File: src/rtl/clock_counter_if.sv
// Signal bundle between the alarm-clock user/tick side and the clock_counter core.
interface clock_counter_if;
    logic       one_minute;
    logic       load_new_c;
    logic       load_new_a;
    logic [3:0] new_time_h_ms;
    logic [3:0] new_time_h_ls;
    logic [3:0] new_time_m_ms;
    logic [3:0] new_time_m_ls;
    logic       alarm_button;
    logic       stop_alarm;
    logic [3:0] current_time_h_ms;
    logic [3:0] current_time_h_ls;
    logic [3:0] current_time_m_ms;
    logic [3:0] current_time_m_ls;
    logic [3:0] alarm_time_h_ms;
    logic [3:0] alarm_time_h_ls;
    logic [3:0] alarm_time_m_ms;
    logic [3:0] alarm_time_m_ls;
    logic       alarm;
    logic       reset_count;

    modport master (
        output one_minute, load_new_c, load_new_a,
               new_time_h_ms, new_time_h_ls, new_time_m_ms, new_time_m_ls,
               alarm_button, stop_alarm,
        input  current_time_h_ms, current_time_h_ls, current_time_m_ms, current_time_m_ls,
               alarm_time_h_ms, alarm_time_h_ls, alarm_time_m_ms, alarm_time_m_ls,
               alarm, reset_count
    );

    modport slave (
        input  one_minute, load_new_c, load_new_a,
               new_time_h_ms, new_time_h_ls, new_time_m_ms, new_time_m_ls,
               alarm_button, stop_alarm,
        output current_time_h_ms, current_time_h_ls, current_time_m_ms, current_time_m_ls,
               alarm_time_h_ms, alarm_time_h_ls, alarm_time_m_ms, alarm_time_m_ls,
               alarm, reset_count
    );
endinterface

File: src/rtl/clock_counter.sv
// 24-hour BCD time-of-day counter with loadable current/alarm time and a latched alarm.
module clock_counter #(
    parameter int ALARM_ON_LOAD = 0
) (
    input  logic           clk,
    input  logic           reset,
    clock_counter_if.slave bus
);
    logic [15:0] r_cur;
    logic [15:0] r_alm;
    logic        r_upd;
    logic        r_alarm;

    logic [15:0] w_new;
    logic        w_valid;
    logic        w_ld_c;
    logic        w_ld_a;
    logic        w_inc;
    logic        w_match;

    function automatic logic f_valid(input logic [15:0] t);
        return (t[15:12] <= 4'd2) && (t[11:8] <= 4'd9) && (t[7:4] <= 4'd5) &&
               (t[3:0] <= 4'd9) && ((t[15:12] != 4'd2) || (t[11:8] <= 4'd3));
    endfunction

    function automatic logic [15:0] f_inc(input logic [15:0] t);
        logic [15:0] n;
        n = t;
        if (t[3:0] != 4'd9) begin
            n[3:0] = t[3:0] + 4'd1;
        end else begin
            n[3:0] = 4'd0;
            if (t[7:4] != 4'd5) begin
                n[7:4] = t[7:4] + 4'd1;
            end else begin
                n[7:4] = 4'd0;
                if (t[15:8] == 8'h23) begin
                    n[15:8] = 8'h00;
                end else if (t[11:8] == 4'd9) begin
                    n[11:8]  = 4'd0;
                    n[15:12] = t[15:12] + 4'd1;
                end else begin
                    n[11:8] = t[11:8] + 4'd1;
                end
            end
        end
        return n;
    endfunction

    assign w_new   = {bus.new_time_h_ms, bus.new_time_h_ls, bus.new_time_m_ms, bus.new_time_m_ls};
    assign w_valid = f_valid(w_new);
    assign w_ld_c  = bus.load_new_c && w_valid;
    assign w_ld_a  = bus.load_new_a && w_valid;
    // an accepted load swallows a coincident tick; a rejected one lets it through
    assign w_inc   = !w_ld_c && bus.one_minute;
    // r_upd marks that r_cur was rewritten on the previous edge
    assign w_match = r_upd && (r_cur == r_alm);

    always_ff @(posedge clk or posedge reset) begin
        if (reset) begin
            r_cur   <= 16'h0000;
            r_alm   <= 16'h0000;
            r_upd   <= 1'b0;
            r_alarm <= 1'b0;
        end else begin
            if (w_ld_c)
                r_cur <= w_new;
            else if (w_inc)
                r_cur <= f_inc(r_cur);
            r_upd <= w_inc || (w_ld_c && (ALARM_ON_LOAD != 0));
            if (w_ld_a)
                r_alm <= w_new;
            if (!bus.alarm_button || bus.stop_alarm)
                r_alarm <= 1'b0;
            else if (w_match)
                r_alarm <= 1'b1;
        end
    end

    assign {bus.current_time_h_ms, bus.current_time_h_ls,
            bus.current_time_m_ms, bus.current_time_m_ls} = r_cur;
    assign {bus.alarm_time_h_ms, bus.alarm_time_h_ls,
            bus.alarm_time_m_ms, bus.alarm_time_m_ls}     = r_alm;
    assign bus.alarm       = r_alarm;
    assign bus.reset_count = bus.load_new_c;
endmodule

File: src/flat_wrapper.sv
// flat-port wrapper written by rule: the top's interface ports become plain ports
module clock_counter_flat 
#(
    parameter int ALARM_ON_LOAD = 0
)
  (clk, reset, bus_one_minute, bus_load_new_c, bus_load_new_a, bus_new_time_h_ms, bus_new_time_h_ls, bus_new_time_m_ms, bus_new_time_m_ls, bus_alarm_button, bus_stop_alarm, bus_current_time_h_ms, bus_current_time_h_ls, bus_current_time_m_ms, bus_current_time_m_ls, bus_alarm_time_h_ms, bus_alarm_time_h_ls, bus_alarm_time_m_ms, bus_alarm_time_m_ls, bus_alarm, bus_reset_count);
  clock_counter_if bus_i ();
  input  logic clk;
  input  logic reset;
  input wire logic [$bits(bus_i.one_minute)-1:0] bus_one_minute;
  input wire logic [$bits(bus_i.load_new_c)-1:0] bus_load_new_c;
  input wire logic [$bits(bus_i.load_new_a)-1:0] bus_load_new_a;
  input wire logic [$bits(bus_i.new_time_h_ms)-1:0] bus_new_time_h_ms;
  input wire logic [$bits(bus_i.new_time_h_ls)-1:0] bus_new_time_h_ls;
  input wire logic [$bits(bus_i.new_time_m_ms)-1:0] bus_new_time_m_ms;
  input wire logic [$bits(bus_i.new_time_m_ls)-1:0] bus_new_time_m_ls;
  input wire logic [$bits(bus_i.alarm_button)-1:0] bus_alarm_button;
  input wire logic [$bits(bus_i.stop_alarm)-1:0] bus_stop_alarm;
  output wire logic [$bits(bus_i.current_time_h_ms)-1:0] bus_current_time_h_ms;
  output wire logic [$bits(bus_i.current_time_h_ls)-1:0] bus_current_time_h_ls;
  output wire logic [$bits(bus_i.current_time_m_ms)-1:0] bus_current_time_m_ms;
  output wire logic [$bits(bus_i.current_time_m_ls)-1:0] bus_current_time_m_ls;
  output wire logic [$bits(bus_i.alarm_time_h_ms)-1:0] bus_alarm_time_h_ms;
  output wire logic [$bits(bus_i.alarm_time_h_ls)-1:0] bus_alarm_time_h_ls;
  output wire logic [$bits(bus_i.alarm_time_m_ms)-1:0] bus_alarm_time_m_ms;
  output wire logic [$bits(bus_i.alarm_time_m_ls)-1:0] bus_alarm_time_m_ls;
  output wire logic [$bits(bus_i.alarm)-1:0] bus_alarm;
  output wire logic [$bits(bus_i.reset_count)-1:0] bus_reset_count;
  assign bus_i.one_minute = bus_one_minute;
  assign bus_i.load_new_c = bus_load_new_c;
  assign bus_i.load_new_a = bus_load_new_a;
  assign bus_i.new_time_h_ms = bus_new_time_h_ms;
  assign bus_i.new_time_h_ls = bus_new_time_h_ls;
  assign bus_i.new_time_m_ms = bus_new_time_m_ms;
  assign bus_i.new_time_m_ls = bus_new_time_m_ls;
  assign bus_i.alarm_button = bus_alarm_button;
  assign bus_i.stop_alarm = bus_stop_alarm;
  assign bus_current_time_h_ms = bus_i.current_time_h_ms;
  assign bus_current_time_h_ls = bus_i.current_time_h_ls;
  assign bus_current_time_m_ms = bus_i.current_time_m_ms;
  assign bus_current_time_m_ls = bus_i.current_time_m_ls;
  assign bus_alarm_time_h_ms = bus_i.alarm_time_h_ms;
  assign bus_alarm_time_h_ls = bus_i.alarm_time_h_ls;
  assign bus_alarm_time_m_ms = bus_i.alarm_time_m_ms;
  assign bus_alarm_time_m_ls = bus_i.alarm_time_m_ls;
  assign bus_alarm = bus_i.alarm;
  assign bus_reset_count = bus_i.reset_count;
  clock_counter #(.ALARM_ON_LOAD(ALARM_ON_LOAD)) u_core (.clk(clk), .reset(reset), .bus(bus_i));
endmodule
File: config.mk
export PLATFORM = sky130hd
export DESIGN_NAME = clock_counter_flat
export DESIGN_NICKNAME = d
export VERILOG_FILES = /design/src/rtl/clock_counter_if.sv /design/src/rtl/clock_counter.sv /design/src/flat_wrapper.sv
export SDC_FILE = /design/constraint.sdc
export NUM_CORES = 1
export LEC_CHECK = 0
export ABC_CLOCK_PERIOD_IN_PS = 1500
export BUFFER_PORTS_ARGS = -buffer_cell sky130_fd_sc_hd__buf_2
export CAP_MARGIN = 5
export CORE_MARGIN = 5
export CORE_UTILIZATION = 40
export DETAILED_ROUTE_END_ITERATION = 12
export MAX_ROUTING_LAYER = met4
export PLACE_DENSITY = 0.67
export SYNTH_ARGS = -nofsm -noshare
export SYNTH_HDL_FRONTEND = slang
export SYNTH_SLANG_ARGS = --single-unit
export TNS_END_PERCENT = 1
File: constraint.sdc
create_clock -name clk -period 1.5 [get_ports clk]
set_input_delay 0.075 -clock clk [delete_from_list [all_inputs] [get_ports clk]]
set_output_delay 0.075 -clock clk [all_outputs]
set_load 0.05 [all_outputs]
==> results.md <==
- Outcome: finished, violations left
- Violated checks: setup timing
- Global-route wire length before repair: ~8.5 mm
- Drt pass-1 iters: 4
- Tightest Pin Transition: 0.4546 ns
- Combinational share of power: a little under three fifths
- Final total power: approximately 4.6 mW
- Max-Cap Viols: 0
- YS warnings: 0
- Synth Cell Area: 0.001921 mm2
- Max Root-Sink Buffers: 2
- #FFs+latches synth: 34
- Largest net degree at the start of global routing: 35
- Ports: 57
- Reg power frac: between 30% and 40%
- Most common cell after layout, fill and taps aside: buf_2
- H-Tree Depth: 2
- Worst r2r src: u_core.r_cur[2]
- CP endpoint kind: register
- Reg clk slew, reported paths: approximately 0.070 ns
- Slew Limit Headroom: around 70%
- Met3 Use GR: 4.875%
- Tcrit/Tclk final: 102.3%
- Die ar.: 0.006287 mm2
- Fill cells: between 400 and 500
- Row cnt: 25
- Final worst slack: -0.03445 ns
- Clk root buf: clkbuf_8
- Final Instance Area: approximately 0.0026 mm2
- Met1 usage: 23.09%
- Hold Crit Depth: 2
- Unrepaired setup endpoints after global routing: true
- DRT iter0 DRCs: 111
- Core ar.: between 0.004 and 0.005 mm2
- Switch Pwr: 2.164 mW
- Initial antenna violation count: 0
- Min-delay src: bus_new_time_m_ms[0]
- I/O Buffers: 56
- RePlAce Congestion: roughly 0.80
- PwrDens: ~1700 mW/mm2
- Seq/Total Area, Yosys: 44.30%
- R2R depth: 4
- Setup tns final: -0.04852 ns
- Final-stage net count: ~300
- Worst stage delay on the critical path: about 0.48 ns
- Net Sw Frac: a little under half
- Critical Path Start Type: register
- Routed Antenna Nets: 0
- Syn Nets: about 210
- Ratio of cells with drive above 1 in the final layout: 46.69%
- Crit path max fanout: 3
- CTS buffer count: 5
- Die span in y: a little under 80 um
- Clk sink count: 34
- Vias after detailed routing: around 1,700
- Data required, critical path: ~1.7 ns
- Final setup vio count: 3
- Fin util: a little under three fifths
- Initial core utilization: roughly two fifths
- Vias in the first global route: between 1,500 and 2,000
- Pins Over Slew Limit: 0
- Syn avg cell area: slightly above 10 um2
- Setup Skew: approximately 0.0065 ns
- # DRC: 0
- Synth Instances: 188
- Launch point of the worst path: u_core.r_cur[2]
- Cell Int Power: between 2 and 2.5 mW
- WP data arrival: about 1.7 ns
- Gr ovfl total: 0
- Min Tclk post-route: 1.534 ns
- GR met2 Demand/Resource: 28.62%
- Leak: around 1.3 nW
- Global route hottest layer: met2
- HPWL Detailed: 3.796 mm
- Die Span X: ~79 um
- Setup CP Type: reg2reg
- Routed Wire Length: between 5 and 6 mm
- Most frequent cells in the layout: buf_2, buf_4, dfrtp_1, xor2_1, nor2_1
- Clock latency on the worst-skew pair: just under 0.3 ns
- CP Cell Sequence: nor3b_4 > nand4_1 > or4_1 > a31oi_1
- Synthesis-to-layout area growth: 35.83%
- CTS tree: built
- Wire per inst: about 16 um
- Tightest Hold Check Type: in2reg
- Worst vdd ir: between 1000 and 1500 uV
- Setup Fix Bufs, Post-CTS: 0
- CP max-delay cell: or4_1
- Placed Area: 0.002470 mm2
- Via-per-instance ratio: about 5.3
- Max Fclk: ~650 MHz
- Final hold violation count: 0
- Netlist cell types: 42
- Global Route Usage Sum: a little under a fifth
- Number of diodes: 0
- Clock network fraction of total power: roughly 14%
[worst paths after layout]
path                                    end  slack (ns)
min in group asynchronous   u_core.r_alm[7]        0.42
setup / recovery            u_core.r_cur[9]       -0.03
max in group asynchronous   u_core.r_cur[3]        0.72
hold reg to reg            u_core.bus.alarm        0.50
setup reg to reg            u_core.r_cur[9]       -0.03
hold / removal              u_core.r_alm[4]        0.04
[state kept, by name (all words and copies together) (netlist names)]
register and flops:
u_core.bus.alarm 1, u_core.r_cur 16, u_core.r_upd 1, u_core.r_alm 16
[synth_stat cells]
cell type / number / area [um2]
a21boi_1: 1 / 7.510
a21oi_1: 13 / 65.06
a221oi_1: 1 / 8.760
a22o_1: 1 / 8.760
a31oi_1: 5 / 31.28
and2_1: 3 / 18.77
and2_2: 3 / 22.52
and3_1: 2 / 12.51
and4bb_1: 1 / 12.51
buf_2: 2 / 10.01
buf_4: 1 / 7.510
buf_6: 1 / 11.26
clkbuf_1: 4 / 15.01
dfrtp_1: 34 / 850.8
ha_1: 2 / 25.02
inv_1: 6 / 22.52
mux2_2: 7 / 78.83
mux2_4: 5 / 75.07
mux2i_1: 1 / 10.01
nand2_1: 8 / 30.03
nand3_1: 5 / 25.02
nand3b_1: 1 / 7.510
nand4_1: 4 / 25.02
nand4_4: 1 / 21.27
nor2_1: 14 / 52.55
nor2b_1: 7 / 43.79
nor3_1: 4 / 20.02
nor3_2: 1 / 10.01
nor3b_1: 1 / 7.510
nor3b_2: 2 / 25.02
nor4_1: 4 / 25.02
nor4_4: 1 / 21.27
nor4bb_1: 1 / 10.01
o211ai_1: 1 / 7.510
o21a_1: 3 / 22.52
o21ai_0: 10 / 50.05
o22ai_1: 2 / 12.51
or2_2: 1 / 6.260
or3_1: 2 / 12.51
or4_1: 1 / 7.510
xnor2_1: 4 / 35.03
xor2_1: 17 / 148.9
[worst max-delay path: cells and delay by family, from the launching register on]
family          cells  cell delay [ns]
simple gates        3             0.84
compound gates      1             0.19
flops               1             0.42
[metrics by stage]
stage | hold WS, ns | setup slack [ns] | cells
2_1_floorplan | 0.2036 | -0.2389 | 188
3_3_place_gp | 0.1970 | -0.09841 | 317
3_5_place_dp | 0.1998 | -0.1461 | 317
4_1_cts | 0.03591 | -0.04705 | 326
5_1_grt | 0.03317 | -0.1442 | 326
6_report | 0.03700 | -0.03445 | 326
[final cells by class]
cell class              count  area (um2)  area share [%]
well taps                  54       67.56           2.590
inverters                   6       22.52          0.8633
repair buffers             84       518.0           19.86
clock buffers               8       80.08           3.070
multi-input cells         140        1057           40.53
flip-flops and latches     34       863.3           33.09
[power by group through the flow]
stage	Sequential [mW]	Clock (mW)	Combinational, mW
floorplan	2.25	0	0.792
global placement	1.35	0	2.45
detailed placement	1.36	0	2.47
CTS	1.36	0.673	2.53
global route	1.40	0.724	2.71
finish	1.37	0.660	2.53
[cell families after synthesis]
logic type | Yosys count | share of synthesized area [%]
buffers and inverters | 14 | 3.453
AOI/OAI and AO/OA | 37 | 11.14
adders and majority gates | 2 | 1.303
xor gates and xnor gates | 21 | 9.576
DFF | 34 | 44.30
muxes | 13 | 8.534
and+or+nand+nor | 67 | 21.69
[timing repair]
item,in CTS,in global routing
setup endpoints to repair,7,10
gates resized for setup,9,4
hold endpoints to repair,34,0
hold buffers,1,0
pin swaps,9,0
[routing by layer]
layer  vias up  wire [um]
met3         9        307
met2        51       2411
li1        833          -
met5         -          0
met4         0         61
met1       822       2295
Power figures use the tool's default switching activity.
